File: config.mk
export PLATFORM = sky130hd
export DESIGN_NAME = uart_tx
export DESIGN_NICKNAME = d
export VERILOG_FILES = /design/src/rtl/uart_pkg.sv /design/src/rtl/uart_tx.sv
export SDC_FILE = /design/constraint.sdc
export NUM_CORES = 1
export LEC_CHECK = 0
export CELL_PAD_IN_SITES_DETAIL_PLACEMENT = 0
export CELL_PAD_IN_SITES_GLOBAL_PLACEMENT = 1
export CORE_ASPECT_RATIO = 1.1
export CORE_MARGIN = 1
export CORE_UTILIZATION = 44
export DETAILED_ROUTE_END_ITERATION = 10
export MAX_ROUTING_LAYER = met4
export PLACE_DENSITY = 0.93
export RECOVER_POWER = 50
export SLEW_MARGIN = 0
export SYNTH_ARGS = -nofsm -noshare
export SYNTH_HDL_FRONTEND = slang
export SYNTH_SLANG_ARGS = --single-unit
File: constraint.sdc
create_clock -name Clk -period 2.6 [get_ports Clk]
set_input_delay 0.39 -clock Clk [delete_from_list [all_inputs] [get_ports Clk]]
set_output_delay 0.39 -clock Clk [all_outputs]
set_load 0.02 [all_outputs]
File: src/rtl/uart_pkg.sv
// Shared UART definitions: transmit state encoding, parity modes and the parity helper.
// The parity helper is also meant for the receiver.
package uart_pkg;

  typedef enum logic [2:0] {
    IDLE   = 3'd0,
    START  = 3'd1,
    DATA   = 3'd2,
    PARITY = 3'd3,
    STOP   = 3'd4
  } tx_state_e;

  localparam logic PAR_EVEN = 1'b0;
  localparam logic PAR_ODD  = 1'b1;

  // Narrower words must be zero-extended into the 9-bit argument.
  function automatic logic calc_parity(input logic [8:0] data, input logic odd);
    return (^data) ^ odd;
  endfunction

endpackage

File: src/rtl/uart_tx.sv
// UART transmit serializer: start bit, LSB-first data, optional parity, 1-2 stop bits.
// Paced by an external bit-period Tick; a one-entry hold register allows gapless frames.
module uart_tx
  import uart_pkg::*;
#(
  parameter int DATA_BITS  = 8,
  parameter int PARITY_EN  = 0,
  parameter int PARITY_ODD = 0,
  parameter int STOP_BITS  = 1
) (
  input  logic                 Clk,
  input  logic                 Rst,
  input  logic                 Tick,
  input  logic                 TxValid,
  input  logic [DATA_BITS-1:0] TxData,
  output logic                 TxReady,
  output logic                 TxD,
  output logic                 TxBusy,
  output logic                 TxDone
);

  localparam int              CNT_W     = $clog2(DATA_BITS);
  localparam logic [CNT_W-1:0] LAST_BIT  = CNT_W'(DATA_BITS - 1);
  localparam logic            LAST_STOP = 1'(STOP_BITS - 1);
  localparam logic            PAR_MODE  = (PARITY_ODD != 0) ? PAR_ODD : PAR_EVEN;

  tx_state_e            state,     state_nxt;
  logic [DATA_BITS-1:0] shifter,   shifter_nxt;
  logic [DATA_BITS-1:0] hold_data, hold_data_nxt;
  logic                 hold_full, hold_full_nxt;
  logic [CNT_W-1:0]     bit_cnt,   bit_cnt_nxt;
  logic                 stop_cnt,  stop_cnt_nxt;
  logic                 par_bit,   par_bit_nxt;
  logic                 tx_d,      tx_d_nxt;
  logic                 done,      done_nxt;
  logic                 accept;

  assign accept = TxValid & ~hold_full;

  always_ff @(posedge Clk) begin
    // NOTE: state updates use non-blocking assignments so every register samples pre-edge values.
    if (Rst) begin
      state     <= IDLE;
      hold_full <= 1'b0;
      bit_cnt   <= '0;
      stop_cnt  <= 1'b0;
      tx_d      <= 1'b1;
      done      <= 1'b0;
    end else begin
      state     <= state_nxt;
      hold_full <= hold_full_nxt;
      bit_cnt   <= bit_cnt_nxt;
      stop_cnt  <= stop_cnt_nxt;
      tx_d      <= tx_d_nxt;
      done      <= done_nxt;
    end
    // NOTE: pure datapath registers are left out of reset; hold_full and state gate every use of them.
    shifter   <= shifter_nxt;
    hold_data <= hold_data_nxt;
    par_bit   <= par_bit_nxt;
  end

  always_comb begin
    // NOTE: every output of this block gets a default first, so no path can infer a latch.
    state_nxt     = state;
    shifter_nxt   = shifter;
    hold_data_nxt = hold_data;
    hold_full_nxt = hold_full;
    bit_cnt_nxt   = bit_cnt;
    stop_cnt_nxt  = stop_cnt;
    par_bit_nxt   = par_bit;
    tx_d_nxt      = tx_d;
    done_nxt      = 1'b0;

    if (accept) begin
      hold_full_nxt = 1'b1;
      hold_data_nxt = TxData;
    end

    if (Tick) begin
      unique case (state)
        IDLE: begin
          if (hold_full) begin
            shifter_nxt   = hold_data;
            par_bit_nxt   = calc_parity(9'(hold_data), PAR_MODE);
            hold_full_nxt = 1'b0;
            tx_d_nxt      = 1'b0;
            state_nxt     = START;
          end
        end
        START: begin
          tx_d_nxt    = shifter[0];
          bit_cnt_nxt = '0;
          state_nxt   = DATA;
        end
        DATA: begin
          if (bit_cnt == LAST_BIT) begin
            if (PARITY_EN != 0) begin
              tx_d_nxt  = par_bit;
              state_nxt = PARITY;
            end else begin
              tx_d_nxt     = 1'b1;
              stop_cnt_nxt = 1'b0;
              state_nxt    = STOP;
            end
          end else begin
            shifter_nxt = shifter >> 1;
            bit_cnt_nxt = bit_cnt + CNT_W'(1);
            tx_d_nxt    = shifter[1];
          end
        end
        PARITY: begin
          tx_d_nxt     = 1'b1;
          stop_cnt_nxt = 1'b0;
          state_nxt    = STOP;
        end
        STOP: begin
          if (stop_cnt == LAST_STOP) begin
            done_nxt = 1'b1;
            // A held byte starts immediately so back-to-back frames have no idle gap.
            if (hold_full) begin
              shifter_nxt   = hold_data;
              par_bit_nxt   = calc_parity(9'(hold_data), PAR_MODE);
              hold_full_nxt = 1'b0;
              tx_d_nxt      = 1'b0;
              state_nxt     = START;
            end else begin
              tx_d_nxt  = 1'b1;
              state_nxt = IDLE;
            end
          end else begin
            stop_cnt_nxt = 1'b1;
          end
        end
        default: begin
          tx_d_nxt  = 1'b1;
          state_nxt = IDLE;
        end
      endcase
    end
  end

  assign TxReady = ~hold_full;
  assign TxD     = tx_d;
  assign TxBusy  = (state != IDLE);
  assign TxDone  = done;

endmodule

==> parameters.txt <==
Parameter                              Value

Pwr
  Worst IR Drop VDD ... approximately 0.00043 V
  Comb pwr share ... between 10% and 20%
  Total net switching power ... 0.000171 W
  Sw Ratio ... about a quarter
  Power Internal ... about 0.00055 W
  P_leak ... 0.445 nW
  Post-layout power ... 0.000722 W
  Power per unit of standard cell area ... 551 mW/mm^2
  Relative contribution of the clock network to total power ... between 20% and 30%
  Reg power frac ... between 60% and 70%

Timing
  Fmax ... slightly below 500 MHz
  Slew at the pin closest to its max-slew limit ... 614 ps
  RSZ-0062 raised after global routing ... false
  Final TNS setup ... 0 ps
  Hold Violations, Final ... 0
  Max-Slew Margin vs Limit ... between 50% and 60%
  Final Setup Violations ... 0
  Total count of max-transition violations in the final report ... 0
  Final Cycle Share ... between 70% and 80%
  Post-Route Skew ... 1.11 ps
  Clock period minus final worst setup slack ... about 2100 ps

Detailed routing
  Final wirelength ... between 1500 and 2000 um
  Detail-routed net length per standard cell ... 11.5 um
  Number of nets with antenna violations after routing ... 0
  Final routed DRC violation total ... 0
  Count of routing violations after the opening detailed-route iteration ... 2
  Via density per instance ... 5.19
  First drt pass iteration count ... 4
  Overall via count from detail_route ... between 700 and 800

Clocking
  Setup fix buffers added after clock tree synthesis ... 0
  Latest clock arrival within the worst-skew pair ... ~310 ps
  TritonCTS clock tree ... done
  Number of buffers inserted during clock tree synthesis ... 3
  H-tree levels ... 1
  Count of hold-fix buffers inserted at cts ... 0
  CTS sink count ... 25
  CTS Root Cell ... sky130_fd_sc_hd__clkbuf_4
  Maximum root-to-sink buffer count ... 2
  Clock slew at reported path FFs ... 130 ps
  Number of gates given a new drive strength after cts ... 0

Critical path
  Family of cells with the greatest summed delay on the critical path ... buffers and inverters
  Standard cell with the maximum stage delay on the critical path ... sky130_fd_sc_hd__clkdlybuf4s50_1
  Critical Path Sink Type ... output port
  Biggest fanout along the worst timing path ... 13
  Arrival time at the worst endpoint ... ~1700 ps
  Crit Path Category ... reg -> out
  WP data required ... 2210 ps
  Slowest Stage Delay on Critical Path ... 590 ps
  Cell-by-cell listing of the critical path ... nor3_1, inv_1, clkdlybuf4s50_1
  Sort of element at the start of the critical path ... flop
  Buffering stage count on the worst path with inverters included ... 2

Layout
  Antenna diode count ... 0
  Number of nets in the finished design ... approximately 130
  Fillers ... 198
  Proportion of layout cells with a drive suffix above 1 ... under 10%
  Fin util ... ~56%
  Growth of design area from synthesis to finish ... 17.6%
  Area of combinational cells with multiple inputs ... slightly above 400 um^2
  Post-route cell area ... about 0.0013 mm^2
  Sequential standard cell area ... 661 um^2

Floorplanning
  Effective utilization at floorplan ... around 48%
  Die boundary height ... 54.8 um
  Total number of placement rows ... 18
  Overall die area ... between 0.002 and 0.003 mm^2
  Number of top-level pins ... 16
  Core ar. ... between 0.002 and 0.0025 mm^2
  Die Wd ... around 50 um

Place
  Detailed Place HPWL ... 1300 um
  Placed standard-cell area ... 0.00129 mm^2
  Port Buf Inserts ... 15
  Final weighted congestion in routability-driven placement ... about 0.67

Yosys
  Seq cells post-synth ... 25
  Netlist area before placement ... around 0.0011 mm^2
  Gate Count Post-Synth ... about 110
  Net Count, Synth ... around 120
  Warnings from Yosys ... 0
  Post-synth cell types ... 29
  Register area share after synthesis ... about three fifths
  Post-synthesis average cell area ... approximately 11 um^2

Flow run
  Number of maximum-capacitance constraint violations ... 0

Global route
  Largest net degree at the start of global routing ... 16
  Total global-route track usage ... ~15%
  Number of global-route vias before repair ... between 600 and 700
  Initial antenna violation count ... 0
  Sum of overflow across all layers after global routing ... 0
  Wire length of the first global-routing pass ... around 2800 um

Outcome
  Result of the run ... finished clean

Worst hold path
  Worst min-delay path class ... reg -> reg
[placed cells by master, fill, tap and decap left out, drive strengths merged, types with 4 or more instances in the layout]
cell type and count:
clkbuf 4, o21ai 7, nand2b 5, dlygate4sd3 9, nand3 4, dfxtp 9, nand2 18, edfxtp 16
clkdlybuf4s50 6, nor2 7
[power groups by stage]
| stage | Clock [W] | Combinational [W] | Sequential, W |
|---|---|---|---|
| 2_1_floorplan | 0 | 0.0000610 | 0.000469 |
| 3_3_place_gp | 0 | 0.0000889 | 0.000476 |
| 3_5_place_dp | 0 | 0.0000923 | 0.000478 |
| 4_1_cts | 0.000173 | 0.0000926 | 0.000469 |
| 5_1_grt | 0.000190 | 0.0000986 | 0.000472 |
| 6_report | 0.000166 | 0.0000876 | 0.000468 |
[cells in the mapped netlist]
cell type,number,area (um^2)
sky130_fd_sc_hd__or3_1,1,6.26
sky130_fd_sc_hd__a31o_2,1,8.76
sky130_fd_sc_hd__nor2b_1,3,18.8
sky130_fd_sc_hd__a311o_1,1,10.0
sky130_fd_sc_hd__o21bai_1,1,7.51
sky130_fd_sc_hd__nor3b_1,2,15.0
sky130_fd_sc_hd__or3b_4,1,11.3
sky130_fd_sc_hd__nand2b_1,5,31.3
sky130_fd_sc_hd__dfxtp_1,9,180
sky130_fd_sc_hd__nand3_1,4,20.0
sky130_fd_sc_hd__buf_2,3,15.0
sky130_fd_sc_hd__a311oi_1,1,8.76
sky130_fd_sc_hd__ha_1,2,25.0
sky130_fd_sc_hd__nand2_1,18,67.6
sky130_fd_sc_hd__a21oi_1,3,15.0
sky130_fd_sc_hd__edfxtp_1,16,480
sky130_fd_sc_hd__nand4b_1,2,17.5
sky130_fd_sc_hd__clkbuf_1,4,15.0
sky130_fd_sc_hd__a31oi_1,3,18.8
sky130_fd_sc_hd__a21o_1,1,7.51
sky130_fd_sc_hd__inv_1,2,7.51
sky130_fd_sc_hd__o211ai_1,1,7.51
sky130_fd_sc_hd__nand3b_1,1,7.51
sky130_fd_sc_hd__nor3_1,2,10.0
sky130_fd_sc_hd__nor4b_1,1,8.76
sky130_fd_sc_hd__o21ai_0,7,35.0
sky130_fd_sc_hd__nor2_1,7,26.3
sky130_fd_sc_hd__mux2_2,1,11.3
sky130_fd_sc_hd__mux2i_1,2,20.0
[stage by stage]
stage | worst slack [ps] | cells | hold WS (ps)
floorplan | 935 | 105 | 463
global placement | 850 | 145 | 483
detailed placement | 789 | 145 | 509
CTS | 522 | 149 | 528
global route | 411 | 149 | 535
finish | 543 | 149 | 514
[worst min-delay path, delay by kind of cell, from the launching register on]
family	cells	cell delay, ps
AO/OA/AOI/OAI	1	60
AND/OR/NAND/NOR	1	60
flip-flops	1	350
[cell families (layout without fill, tap and decap cells)]
group                      after synthesis  after routing  share of synthesized area (%)
AOI/OAI and AO/OA                       19             19                           10.7
adders and majority gates                2              2                           2.25
buffers and inverters                    9             23                           3.37
DFF                                     25             25                           59.3
muxes                                    3              3                           2.81
and+or+nand+nor                         47             47                           21.6
[final timing paths]
check	endpoint	slack [ps]	depth (start not counted)	from
hold / removal	bit_cnt[2]	510	2	bit_cnt[2]
setup reg to reg	shifter[5]	780	5	bit_cnt[0]
hold reg to reg	bit_cnt[2]	510	2	bit_cnt[2]
setup / recovery	TxBusy	540	3	state[1]
[registers in the layout (all words and copies together), names as in the netlist]
signal / flops
shifter: 8
TxDone: 1
bit_cnt: 3
hold_data: 8
state: 3
TxD: 1
hold_full: 1
[routing by layer]
| layer | up-vias | GRT usage, % | wire length, um |
|---|---|---|---|
| met1 | 357 | 18.6 | 840 |
| met3 | 2 | 2.50 | 35 |
| met4 | 0 | 8.57 | 9 |
| met2 | 10 | 22.5 | 827 |
| li1 | 404 | - | - |
| met5 | - | - | 0 |
[final cells by class]
type,instances,share of cell area [%]
Sequential cell,25,50.4
Multi-Input combinational cell,71,31.7
Timing Repair Buffer,17,12.3
Tap cell,30,2.87
Clock buffer,3,1.72
Inverter,2,0.573
Clock inverter,1,0.382
Note: power is estimated with default switching activity, not from simulation.
